$ cat src/rtl/vga_pattern_engine.sv
// vga_pattern_engine: animated VGA test-pattern generator with frame-synchronous mode switching
module vga_pattern_engine #(
  parameter int   CW         = 2,
  parameter int   ZONE_SHIFT = 6,
  parameter int   H_ACT      = 640,
  parameter int   V_ACT      = 480,
  parameter int   H_LAST     = 799,
  parameter int   V_LAST     = 524,
  parameter logic SYNC_IDLE  = 1'b1
) (
  input  logic          clk,
  input  logic          reset,
  input  logic [9:0]    hpos,
  input  logic [9:0]    vpos,
  input  logic          display_on,
  input  logic          hsync_in,
  input  logic          vsync_in,
  input  logic [2:0]    mode,
  input  logic          mode_valid,
  input  logic          pause,
  output logic [CW-1:0] r,
  output logic [CW-1:0] g,
  output logic [CW-1:0] b,
  output logic          hsync_out,
  output logic          vsync_out,
  output logic [7:0]    frame_cnt,
  output logic [2:0]    mode_active
);
  logic [2:0]    pending_mode_q, pending_mode_d, mode_active_q, mode_active_d;
  logic [7:0]    frame_cnt_q, frame_cnt_d;
  logic [CW-1:0] r_q, r_d, g_q, g_d, b_q, b_d;
  logic          hsync_q, vsync_q;
  logic          tick, border;
  logic [2:0]    z;
  logic [7:0]    gx, gy, xr, ck, zv, v, unused_v;

  assign tick     = hpos == 10'(H_LAST) && vpos == 10'(V_LAST);
  assign z        = hpos[ZONE_SHIFT+2:ZONE_SHIFT];
  assign gx       = hpos[9:2];
  assign gy       = vpos[8:1];
  assign xr       = hpos[7:0] ^ vpos[7:0];
  assign ck       = {8{hpos[5] ^ vpos[5]}};
  assign border   = hpos == 10'd0 || hpos == 10'(H_ACT-1) || vpos == 10'd0 || vpos == 10'(V_ACT-1);
  assign unused_v = v;

  // Per-zone value for the composite ZONES pattern
  always_comb begin
    zv = 8'hff;
    case (z)
      3'd0: zv = gx;
      3'd1: zv = gy;
      3'd2: zv = xr;
      3'd3: zv = ck;
      3'd4: zv = gx + gy;
      3'd5: zv = xr + gy;
      3'd6: zv = ~xr;
      default: zv = 8'hff;
    endcase
  end

  // Pattern value for the mode being rendered this frame
  always_comb begin
    v = '0;
    case (mode_active_q)
      3'd0: v = zv;
      3'd1: v = gx + frame_cnt_q;
      3'd2: v = (hpos[7:0] + frame_cnt_q) ^ vpos[7:0];
      3'd3: v = {8{hpos[5] ^ vpos[5] ^ frame_cnt_q[5]}};
      3'd5: v = frame_cnt_q;
      3'd6: v = border ? 8'hff : 8'h00;
      default: v = '0;
    endcase
  end

  // Next-state: mode capture, frame-boundary update, blanked colour mapping
  always_comb begin
    pending_mode_d = mode_valid ? mode : pending_mode_q;
    mode_active_d  = tick ? (mode_valid ? mode : pending_mode_q) : mode_active_q;
    frame_cnt_d    = tick && !pause ? frame_cnt_q + 8'd1 : frame_cnt_q;
    r_d = !display_on ? '0 : mode_active_q == 3'd4 ? {CW{z[2]}} : v[7 -: CW];
    g_d = !display_on ? '0 : mode_active_q == 3'd4 ? {CW{z[1]}} : v[5 -: CW];
    b_d = !display_on ? '0 : mode_active_q == 3'd4 ? {CW{z[0]}} : v[3 -: CW];
  end

  // State and one-cycle output register stage
  always_ff @(posedge clk) begin
    if (reset) begin
      pending_mode_q <= '0;
      mode_active_q  <= '0;
      frame_cnt_q    <= '0;
      r_q            <= '0;
      g_q            <= '0;
      b_q            <= '0;
      hsync_q        <= SYNC_IDLE;
      vsync_q        <= SYNC_IDLE;
    end else begin
      pending_mode_q <= pending_mode_d;
      mode_active_q  <= mode_active_d;
      frame_cnt_q    <= frame_cnt_d;
      r_q            <= r_d;
      g_q            <= g_d;
      b_q            <= b_d;
      hsync_q        <= hsync_in;
      vsync_q        <= vsync_in;
    end
  end

  assign r           = r_q;
  assign g           = g_q;
  assign b           = b_q;
  assign hsync_out   = hsync_q;
  assign vsync_out   = vsync_q;
  assign frame_cnt   = frame_cnt_q;
  assign mode_active = mode_active_q;
endmodule
$ cat config.mk
export PLATFORM = sky130hd
export DESIGN_NAME = vga_pattern_engine
export DESIGN_NICKNAME = d
export VERILOG_FILES = /design/src/rtl/vga_pattern_engine.sv
export SDC_FILE = /design/constraint.sdc
export NUM_CORES = 1
export LEC_CHECK = 0
export CAP_MARGIN = 20
export CORE_MARGIN = 1
export CORE_UTILIZATION = 35
export DETAILED_ROUTE_END_ITERATION = 10
export DONT_BUFFER_PORTS = 1
export PLACE_DENSITY = 0.5
export SYNTH_ARGS = -nofsm -noshare
export SYNTH_HDL_FRONTEND = slang
export SYNTH_SLANG_ARGS = --single-unit
export TNS_END_PERCENT = 10
$ cat constraint.sdc
create_clock -name clk -period 2.74 [get_ports clk]
set_input_delay 0.137 -clock clk [delete_from_list [all_inputs] [get_ports clk]]
set_output_delay 0.137 -clock clk [all_outputs]
set_load 0.05 [all_outputs]
* Word level (Yosys, flattened, before mapping)
Index checks and enable logic that the tools add are counted.
** Storage, ports and cells
- Output and inout bits :: 19
- Flip-flop bits (word level) :: 22
- Word-level logic and storage cells :: 53
** Cells by class
- Eq/ne operators :: 16
- $add $sub $neg :: 5
- Reduce and logical (&&, ||, !) cells :: 11
- Multiplexer cells :: 7
- Bitwise logic cells :: 6
** Operator list (number)
- one-hot mux 8 bit (7 select lines) :: 1
- one-hot mux 8 bit (6 select lines) :: 1
- adder 8 bit :: 4
- == test 10 bit, second input constant :: 3
- zero test 10 bit :: 2
- == test 3 bit, second input constant :: 6
- XOR 8 bit :: 2
- == test 3 x 2 -> 1 bit, second input constant :: 4
- == test 10 x 9 -> 1 bit, second input constant :: 1
- adder 8 x 1 -> 8 bit, second input constant :: 1
- 2-to-1 mux 8 bit :: 1
- inverter 8 bit :: 1
- == test 3 x 1 -> 1 bit, second input constant :: 2
- zero test 3 bit :: 2
- 2-to-1 mux 2 bit :: 3
- logical OR 1 bit :: 3
- 2-to-1 mux 3 bit :: 1
- logical AND 1 bit :: 2
- OR reduction 2 bit :: 1
- XOR 1 bit :: 2
- zero test 1 bit :: 1
- inverter 1 bit :: 1

* Logic depth before layout (Yosys ltp)
Gate-level depths: netlist (run 1).
- Depth after elaboration :: 7
- Depth in mapped cells :: 12
- Depth with buffers taken out :: 11

* Worst setup path after synthesis (run 1)
No wires, ideal clock.
- Path type :: register to register
- Start point :: register frame_cnt_q[1], in the netlist frame_cnt[1]
- End point :: register g_q[1], in the netlist g[1]
- Setup slack :: 0.257 ns
- Stages on the path, launching flop included :: 9
- Buffers on the path :: 0
- Arrival time :: 2.344 ns
- Data required time :: 2.601 ns
- Cell sequence :: dfxtp_1 > ha_1 > a31o_2 > a21oi_1 > o21ai_0 > xor2_1 > and2_1 > a311oi_1 > a41oi_1
** On the way
- Cells in the longest elaborated chain, start to end :: 4
- Elaborated cells between the ends (all ways) :: 5
- Classes of those cells :: add/sub (2); mux (2); bitwise (1)
** RTL lines
- start, declared :: line 30 : logic [7:0] frame_cnt_q, frame_cnt_d;
- start signal, assigned :: line 99 : frame_cnt_q <= frame_cnt_d;
- adder 8 bit :: line 67 : 3'd2: v = (hpos[7:0] + frame_cnt_q) ^ vpos[7:0];
- XOR 8 bit :: line 67
- one-hot mux 8 bit (6 select lines) (*) :: line 64 : case (mode_active_q)
- 2-to-1 mux 2 bit (*) :: line 81 : g_d = !display_on ? '0 : mode_active_q == 3'd4 ? {CW{z[1]}} : v[5 -: CW];
- end signal, assigned :: line 101 : g_q <= g_d;
- end, declared :: line 31 : logic [CW-1:0] r_q, r_d, g_q, g_d, b_q, b_d;
Every way passes the cells marked *; elsewhere a longest branch is shown, timed or not.
A chain may end at the register's enable or synchronous reset.

* Worst setup path in the final report (run 1)
- Start point :: register frame_cnt_q[1], in the netlist frame_cnt[1]
- End point :: register r_q[1], in the netlist r[1]
** On the way
- Cells in the longest elaborated chain, start to end :: 4
- Elaborated cells between the ends (all ways) :: 5
- Classes of those cells :: add/sub (2); mux (2); bitwise (1)
** RTL lines
- adder 8 bit :: line 67
- XOR 8 bit :: line 67
- one-hot mux 8 bit (6 select lines) (*) :: line 64
- 2-to-1 mux 2 bit (*) :: line 80 : r_d = !display_on ? '0 : mode_active_q == 3'd4 ? {CW{z[2]}} : v[7 -: CW];
- end signal, assigned :: line 100 : r_q <= r_d;
- end, declared :: line 31
Marks and branches as above.

==> reports/metrics.yaml, run 1 <==
status: "finished, final reports clean"
gp_congestion: 0.878
clk_pin_slew_ns: 0.09
drv_cap: 0
r2r_start: "frame_cnt[1]"
min_to: "pending_mode_q[2]"
met1_usage_pct: 26.9
overflow: 0
cts_tree: "done"
setup_viol: 0
internal_power_uw: 632
ant_nets: 0
final_layout_size_suffix_gt1_share_pct: 10.7
yosys.area.top_type: "dfxtp_1"
clockBufferDepth: 2
fin_area_um2: 2580
first_global_vias: 2093
layout_min_cycle_time_ns: 2.42
finish.utilization_pct: 40.3
fin_tns_setup_ns: 0
seq_power_share_pct: 40.3
timing.rr.end: "r[1]"
die_w_um: 83.4
clk_latency_ns: 0.27
fin_worst_skew_ns: 0.00240
drt_iter0_drc: 159
synthDistinctLibCells: 49
cts_buffers: 3
design.die.area_um2: 6960
clock-sinks: 22
yosys-top-cells-area: "dfxtp_1, ha_1, xnor2_1"
final_nets: 360
grt_use_total_pct: 19.7
yosys_warnings: 0
p_leak_uw: 0.00103
synth_nets: 350
die_h_um: 83.4
finalHoldViolations: 0
busiest_layer: "met2"
synthCells: 298
grt_max_degree: 24
cts-htree-levels: 1
fin_crit_sh_pct: 88.3
clockRootBuffer: "clkbuf_8"
crit_type: "register to register"
power_frac_comb_pct: 24.2
drc_errors: 0
hold_ws_ns: 0.0371
rrSetupSlack_ns: 0.32
place_area_um2: 2470
clkPwrFrac_pct: 35.5
rsz0062_at_grt: "false"
antenna_found_initial: 0
endpoint_kind: "register"
whs_path_depth: 2
ys.flop_type: "dfxtp_1"
reg2reg_depth: 10
ys_ff_latch: 22
worstMarginPinSlew_ns: 0.611
post-place-cells: 377
synthArstFlopShare_pct: 0
drt-pass1-iter-count: 4
p_switching_uw: 259
diodes: 0
p_per_area_nw_per_um2: 346
syn_area_um2: 2320
max_slew_margin_pct: 58.8
core_um2: 6390
dp_hpwl_mm: 5.34
worstPathRequired_ns: 2.90
io_pins: 49
met2_usage_pct: 32.8
drv_slew: 0
synth_edf_count: 0
vdd_drop_max_mv: 0.265
netlist.area_leader.share_pct: 19.0
portBuffers: 0
startpoint_type: "register"
yosysSeqAreaShare_pct: 19.0
start_util_pct: 36.3
hold_path_class: "input port to register"
fmax_ghz: 0.413
layoutNonFillerInstCount: 384
min_from: "mode[2]"
sw_frac_of_total_pct: 29.1
std_cell_rows: 29
vias_per_cell: 5.85
dr_total_vias: 2248
critPathMaxFanout: 5
syn_to_final_growth_pct: 11.0
wl_per_cell_um: 17.8
grt_use_met3_pct: 2.98
cts_setup_buffers: 0
grt_pass1_wl_mm: 11.1
drt_wl_total_mm: 6.82
synth.avg_cell_area_um2: 7.79
cp.arrival_ns: 2.58
[state kept, by name, summed over array words and instances, names as in the netlist]
signal          flops
r                   2
mode_active         3
frame_cnt           8
pending_mode_q      3
vsync_out           1
g                   2
b                   2
hsync_out           1
[cell type report]
type / count / area (um2)
clock inverter: 1 / 30.0
fill: 663 / 3810
inverter: 4 / 15.0
clock buffer: 3 / 41.3
sequential: 22 / 440
multi-input combinational: 260 / 1820
timing repair buffer: 17 / 135
tap: 77 / 96.3
[power groups by stage]
stage / registers, uW / clock network, uW / logic [uW]
floorplan: 366 / 0 / 186
global placement: 367 / 0 / 206
detailed placement: 367 / 0 / 206
CTS: 360 / 325 / 215
global route: 361 / 334 / 242
finish: 359 / 316 / 215
[cell usage in the layout, fill, tap and decap left out, types with 2 or more instances in the layout]
| cell | count |
|---|---|
| nand4_1 | 6 |
| nor2b_1 | 5 |
| a311oi_1 | 3 |
| a22oi_1 | 3 |
| nor2_1 | 24 |
| xor2_1 | 15 |
| a31o_2 | 3 |
| or2_2 | 3 |
| inv_1 | 4 |
| dlygate4sd3_1 | 3 |
| xnor2_1 | 25 |
| ha_1 | 22 |
| nor4_1 | 3 |
| dfxtp_1 | 22 |
| nand3_1 | 6 |
| a21boi_0 | 3 |
| nand4b_1 | 2 |
| o21ai_0 | 21 |
| and3_1 | 6 |
| a221oi_1 | 3 |
| buf_4 | 14 |
| clkbuf_8 | 3 |
| mux2_2 | 4 |
| nor3_1 | 10 |
| a32oi_1 | 3 |
| nand2_1 | 27 |
| nor3b_1 | 2 |
| a21oi_1 | 16 |
| o22ai_1 | 2 |
| nand2b_1 | 2 |
| a31oi_1 | 10 |
| a211oi_1 | 4 |
| a41oi_1 | 3 |
| a21o_1 | 2 |
| mux2i_1 | 6 |
| and2_1 | 3 |
[logic make-up (layout without fill, tap and decap cells)]
group / Yosys count / in the layout / synth area share [%]
AND/OR/NAND/NOR: 105 / 105 / 23.4
AO/OA/AOI/OAI: 83 / 83 / 23.5
XOR/XNOR: 40 / 40 / 15.1
adder cells (fa/ha/maj): 22 / 22 / 11.9
flip-flops: 22 / 22 / 19.0
buffers and inverters: 16 / 25 / 2.70
multiplexers: 10 / 10 / 4.53
[metal layers]
layer | share of wire [%] | up-vias
li1 | - | 1124
met5 | 0 | -
met4 | 1.6 | 0
met2 | 48 | 46
met3 | 3.3 | 10
met1 | 47 | 1068
[what timing repair did]
action,4_1_cts,5_1_grt
hold buffers,3,0
hold endpoints to repair,16,0
resized for setup,0,0
[cells in the mapped netlist, types with 2 or more instances]
| cell | count |
|---|---|
| a211oi_1 | 4 |
| a21boi_0 | 3 |
| a21o_1 | 2 |
| a21oi_1 | 16 |
| a221oi_1 | 3 |
| a22oi_1 | 3 |
| a311oi_1 | 3 |
| a31o_2 | 3 |
| a31oi_1 | 10 |
| a32oi_1 | 3 |
| a41oi_1 | 3 |
| and2_1 | 3 |
| and3_1 | 6 |
| buf_1 | 2 |
| buf_2 | 2 |
| clkbuf_1 | 8 |
| dfxtp_1 | 22 |
| ha_1 | 22 |
| inv_1 | 4 |
| mux2_2 | 4 |
| mux2i_1 | 6 |
| nand2_1 | 27 |
| nand2b_1 | 2 |
| nand3_1 | 6 |
| nand4_1 | 6 |
| nand4b_1 | 2 |
| nor2_1 | 24 |
| nor2b_1 | 5 |
| nor3_1 | 10 |
| nor3b_1 | 2 |
| nor4_1 | 3 |
| o21ai_0 | 21 |
| o22ai_1 | 2 |
| or2_2 | 3 |
| xnor2_1 | 25 |
| xor2_1 | 15 |
[critical path: stages, from the launching register on]
cell and delay (ns):
dfxtp_1 0.34, buf_4 0.22, ha_1 0.26, a31o_2 0.25, a21oi_1 0.27, o21ai_0 0.17, buf_4 0.18, a31oi_1 0.20
xnor2_1 0.10, a22oi_1 0.23, a31oi_1 0.10
[per-stage QoR]
step | power [uW] | setup WS (ns)
final | 891 | 0.321
after detailed placement | 574 | 0.128
after CTS | 900 | 0.305
after global routing | 937 | 0.124
after floorplan | 552 | 0.257
after global placement | 574 | 0.291
[worst max-delay path by stage]
stage | startpoint | end | slack (ns)
2_1_floorplan | frame_cnt[1] | g[1] | 0.26
3_3_place_gp | hpos[7] | r[1] | 0.29
3_5_place_dp | hpos[7] | r[1] | 0.13
4_1_cts | frame_cnt[1] | r[1] | 0.31
5_1_grt | frame_cnt[1] | g[1] | 0.12
6_report | frame_cnt[1] | r[1] | 0.32
No activity file was read; power rests on OpenSTA's default activity.
==> inputs of run 2 (changes only) <==
- SETUP_SLACK_MARGIN: not set -> 0.4
==> run 2 against run 1 <==
- sequential cell count is the same
- via count grew 0.93%
- combinational power is essentially flat
- first-iteration DRC count grew 79%
- global-route usage grew 0.31 points
- wire length grew 1.0%
- non-clock buffer count is the same
- register-to-register slack gained 0.12 ns
- clock skew grew 0.0015 ns
- setup slack gained 0.12 ns
- sequential share of layout area is essentially flat
- critical endpoint unchanged
- largest cell class unchanged
- largest power group unchanged
==> reports/metrics.yaml, run 2 (synthesized netlist as in run 1, its figures left out) <==
met1_usage_pct: 27.8  # +0.92 points
drc_errors: 0  # unchanged
p_leak_uw: 0.00103  # about the same
r2r_start: "frame_cnt[1]"
clk_latency_ns: 0.27  # about the same
rsz0062_at_grt: "true"
largest_reg_flops: 8  # unchanged
max_stage_delay_ns: 0.34  # about the same
worstPathRequired_ns: 2.89  # about the same
whs_path_depth: 2  # unchanged
critPathMaxFanout: 3  # -2
clock-sinks: 22  # unchanged
core_um2: 6390  # unchanged
antenna_found_initial: 0  # unchanged
drt-pass1-iter-count: 4  # unchanged
clockRootBuffer: "clkbuf_8"
met2_usage_pct: 33.1  # +0.30 points
first_global_vias: 2074  # -0.91%
dp_hpwl_mm: 5.38  # +0.78%
fin_worst_skew_ns: 0.00388  # +0.00149 ns
vias_per_cell: 5.91  # +0.93%
io_pins: 49  # unchanged
cts_buffers: 3  # unchanged
std_cell_rows: 29  # unchanged
die_h_um: 83.4  # unchanged
critical_path_buf_inv_count: 0  # -2
startpoint_type: "register"
slowest_stage: "dfxtp_2"
multiInputGateArea_um2: 1820  # +0.21%
crit_top_cell: "a31oi_1"
cp_cell_sequence: "ha_1, a31o_2, a21oi_1, o21ai_0, a31oi_1, xnor2_1, a22oi_1, a31oi_1"
start_util_pct: 36.3  # unchanged
ff_latch_area_um2: 442  # +0.28%
portBuffers: 0  # unchanged
grt_max_degree: 24  # unchanged
drt_iter0_drc: 284  # +79%
layout_min_cycle_time_ns: 2.30  # -0.117 ns
crit_start: "frame_cnt[1]"
grt_use_total_pct: 20.0  # +0.31 points
diodes: 0  # unchanged
place_ws_ns: 0.144  # +0.0165 ns
timing.rr.end: "r[1]"
hold_path_class: "input port to register"
busiest_layer: "met2"
cp.arrival_ns: 2.46  # -0.12 ns
overflow: 0  # unchanged
worst_slack_ns: 0.438  # +0.117 ns
setup_viol: 0  # unchanged
drv_cap: 0  # unchanged
max_slew_margin_pct: 53.5  # -5.3 points
status: "finished, final reports clean"
rrSetupSlack_ns: 0.44  # +0.12 ns
vdd_drop_max_mv: 0.227  # -14%
clockBufferDepth: 2  # unchanged
grt_use_met3_pct: 3.08  # +0.099 points
fin_area_um2: 2580  # +0.19%
drv_slew: 0  # unchanged
final_layout_size_suffix_gt1_share_pct: 11.4  # +0.65 points
finish.utilization_pct: 40.4  # +0.078 points
crit_end: "r[1]"
clk_pin_slew_ns: 0.09  # about the same
p_per_area_nw_per_um2: 344  # -0.54%
gp_congestion: 0.852  # -2.9%
layoutNonFillerInstCount: 384  # unchanged
grt_pass1_wl_mm: 11.2  # +0.38%
final_nets: 360  # unchanged
syn_to_final_growth_pct: 11.2
ant_nets: 0  # unchanged
dr_total_vias: 2269  # +0.93%
fin_tns_setup_ns: 0  # unchanged
layout_commonest_cell: "nand2_1"
die_w_um: 83.4  # unchanged
critical_path.top_delay_family: "compound AO/OA/AOI/OAI gates"
final_cell_mix: "nand2_1, xnor2_1, nor2_1, ha_1, dfxtp_1"
reg2reg_depth: 8  # -2
place_area_um2: 2470  # -0.25%
cp.depth: 8  # -2
crit_type: "register to register"
fmax_ghz: 0.434  # +5.1%
endpoint_kind: "register"
worstMarginPinSlew_ns: 0.690  # +0.0789 ns
drt_wl_total_mm: 6.89  # +1.0%
design.die.area_um2: 6960  # unchanged
cts-htree-levels: 1  # unchanged
cts_tree: "done"
post-place-cells: 376  # -0.27%
fillers: 654  # -1.4%
finalHoldViolations: 0  # unchanged
wl_per_cell_um: 18.0  # +1.0%
fin_crit_sh_pct: 84.0  # -4.3 points
-- run 2: cell counts in the layout (fill, tap and decap cells not counted) --
Identical to the previous run, type by type.
-- run 2: repair_timing --
action                                  4_1_cts  5_1_grt
setup buffers                                 0        1
hold buffers                                  3        0
gates resized for setup                       1        1
endpoints found under the setup margin        1        4
cloned                                        0        0
hold endpoints to repair                     16        0
-- run 2: power breakdown --
group,leakage [uW],internal (uW),switching (uW)
registers,0.000180,330,29.9
clock network,0.0000357,195,117
logic,0.000813,107,109
total,0.00103,632,256
-- run 2: how the worst min path moves through the flow --
stage               startpoint                end  slack, ns
floorplan                reset     mode_active[2]       0.21
CTS                    mode[2]  pending_mode_q[2]       0.04
global placement         reset     mode_active[1]       0.21
detailed placement       reset     mode_active[2]       0.21
finish                 mode[1]  pending_mode_q[1]       0.04
global route           mode[1]  pending_mode_q[1]       0.04
-- run 2: through the flow --
| step | power, uW | hold slack (ns) |
|---|---|---|
| final | 888 | 0.0417 |
| after global routing | 936 | 0.0410 |
| after CTS | 894 | 0.0397 |
| after detailed placement | 574 | 0.214 |
| after global placement | 574 | 0.212 |
| after floorplan | 552 | 0.209 |
-- run 2: layout make-up --
class,instances,share of cell area [%]
clock buffer,3,1.60
timing repair buffer,17,5.24
clock inverter,1,1.16
multi-input combinational,260,70.6
tap,77,3.73
inverter,4,0.582
sequential,22,17.1
-- run 2: layer usage --
metal	share of wire, %	vias up
met5	0	-
met4	1.1	0
met3	4.0	8
met2	48	52
met1	47	1080
li1	-	1129
==> inputs of run 3 (changes only) <==
- PLACE_DENSITY: 0.5 -> 0.52
- clock period: 2.74 -> 2.1 ns (I/O delays scaled with it)
==> run 3 against run 2 <==
- sequential cell count stayed put
- critical path depth is 2 higher
- combinational power is 58% higher
- sequential share of layout area is 1.7 points lower
==> reports/metrics.yaml, run 3 (synthesized netlist as in run 1, its figures left out) <==
cts_tree: "done"
vias_per_cell: 5.82  # -1.5%
die_w_um: 83.4  # unchanged
fmax_ghz: 0.503  # +16%
drt_iter0_drc: 186  # -35%
busiest_layer: "met2"
clock-sinks: 22  # unchanged
vdd_drop_max_mv: 0.362  # +60%
drv_slew: 0  # unchanged
grt_use_met3_pct: 3.68  # +0.60 points
r2r_start: "frame_cnt[1]"
met1_usage_pct: 28.2  # +0.33 points
fin_area_um2: 2890  # +12%
setup_viol: 0  # unchanged
antenna_found_initial: 0  # unchanged
reg2reg_depth: 10  # +2
startpoint_type: "register"
cts_buffers: 3  # unchanged
clockBufferDepth: 2  # unchanged
wl_per_cell_um: 17.8  # -0.90%
std_cell_rows: 29  # unchanged
grt_pass1_wl_mm: 11.7  # +4.5%
io_pins: 49  # unchanged
rsz0062_at_grt: "true"
overflow: 0  # unchanged
layout_min_cycle_time_ns: 1.99  # -0.314 ns
fin_worst_skew_ns: 0.00166  # -0.00223 ns
grt_use_total_pct: 21.0  # +1.0 points
p_per_area_nw_per_um2: 422  # +23%
cp.arrival_ns: 2.14  # -0.32 ns
ff_latch_area_um2: 445  # +0.85%
drc_errors: 0  # unchanged
endpoint_kind: "register"
diodes: 0  # unchanged
multiInputGateArea_um2: 1930  # +5.7%
cp_cell_sequence: "buf_12, ha_4, a31o_2, a21oi_4, o21ai_2, buf_4, a21oi_2, xnor2_1, a22oi_1, a21oi_1"
drv_cap: 0  # unchanged
max_stage_delay_ns: 0.38  # +0.04 ns
drt_wl_total_mm: 7.26  # +5.3%
p_leak_uw: 0.00117  # +14%
final_nets: 384  # +6.7%
whs_path_depth: 2  # unchanged
clockRootBuffer: "clkbuf_8"
final_cell_mix: "buf_4, nand2_1, xnor2_1, nor2_1"
worstMarginPinSlew_ns: 0.556  # -0.134 ns
portBuffers: 0  # unchanged
clk_pin_slew_ns: 0.09  # about the same
syn_to_final_growth_pct: 24.3
min_to: "pending_mode_q[2]"
ant_nets: 0  # unchanged
die_h_um: 83.4  # unchanged
critPathMaxFanout: 5  # +2
place_area_um2: 2640  # +7.0%
dp_hpwl_mm: 5.55  # +3.2%
timing.rr.end: "r[0]"
design.die.area_um2: 6960  # unchanged
finalHoldViolations: 0  # unchanged
hold_path_class: "input port to register"
min_from: "mode[2]"
worstPathRequired_ns: 2.26  # -0.63 ns
slowest_stage: "dfxtp_4"
fin_crit_sh_pct: 94.6  # +11 points
status: "finished, final reports clean"
dr_total_vias: 2375  # +4.7%
max_slew_margin_pct: 62.8  # +9.3 points
layout_commonest_cell: "buf_4"
core_um2: 6390  # unchanged
total_power_uw: 1220  # +37%
largest_reg_flops: 8  # unchanged
first_global_vias: 2237  # +7.9%
rrSetupSlack_ns: 0.11  # -0.33 ns
drt-pass1-iter-count: 4  # unchanged
met2_usage_pct: 35.5  # +2.5 points
clk_latency_ns: 0.27  # about the same
final_layout_size_suffix_gt1_share_pct: 22.1  # +11 points
crit_type: "register to register"
gp_congestion: 0.831  # -2.5%
fillers: 641  # -2.0%
start_util_pct: 36.3  # unchanged
cts-htree-levels: 1  # unchanged
grt_max_degree: 24  # unchanged
-- run 3: through the flow --
step	hold WS (ns)	TNS [ns]	setup WS, ns	utilization, %	cells
floorplan	0.177	-0.369	-0.148	-	298
global placement	0.175	-0.964	-0.278	41.4	398
detailed placement	0.176	-1.05	-0.276	41.4	398
CTS	0.00280	0	0.130	44.7	407
global route	0.00644	0	0.00248	45.2	408
finish	0.00978	0	0.113	45.2	408
-- run 3: timing repair --
| item | 4_1_cts | 5_1_grt |
|---|---|---|
| resized for setup | 25 | 5 |
| hold buffers | 3 | 0 |
| setup endpoints to repair | 6 | 6 |
| buffers inserted | 2 | 1 |
| hold endpoints to repair | 16 | 0 |
| pin swaps | 19 | 3 |
-- run 3: final cells by class --
class	instances	area share [%]
inverter	4	0.520
timing repair buffer	41	11.5
clock buffer	3	1.43
multi-input combinational	260	66.7
clock inverter	1	1.04
tap	77	3.34
sequential	22	15.4
-- run 3: worst max-delay path, delay by kind of cell, from the launching register on --
kind | cells | cell delay [ns]
flip-flops | 1 | 0.38
adder cells (fa/ha/maj) | 1 | 0.20
buffers and inverters | 2 | 0.30
XOR/XNOR | 1 | 0.08
AO/OA/AOI/OAI | 6 | 0.92
-- run 3: worst max-delay path by stage --
stage / to / from / slack (ns) / cells after the start
after floorplan: r[1] / hpos[7] / -0.15 / 12
after global placement: r[1] / hpos[7] / -0.28 / 11
after detailed placement: r[1] / hpos[7] / -0.28 / 10
after CTS: r[1] / hpos[7] / 0.13 / 11
after global routing: g[1] / hpos[7] / 0.002 / 12
final: r[0] / frame_cnt[1] / 0.11 / 10
-- run 3: layer usage --
layer | vias up | routed length, um
met3 | 4 | 439
met5 | - | 0
li1 | 1184 | -
met1 | 1111 | 3310
met4 | 0 | 61
met2 | 76 | 3450
-- run 3: power by group --
part	leakage, uW	switching [uW]	total [uW]	internal [uW]
logic	0.000958	164	342	178
clock network	0.0000357	154	409	255
registers	0.000181	38.7	467	429
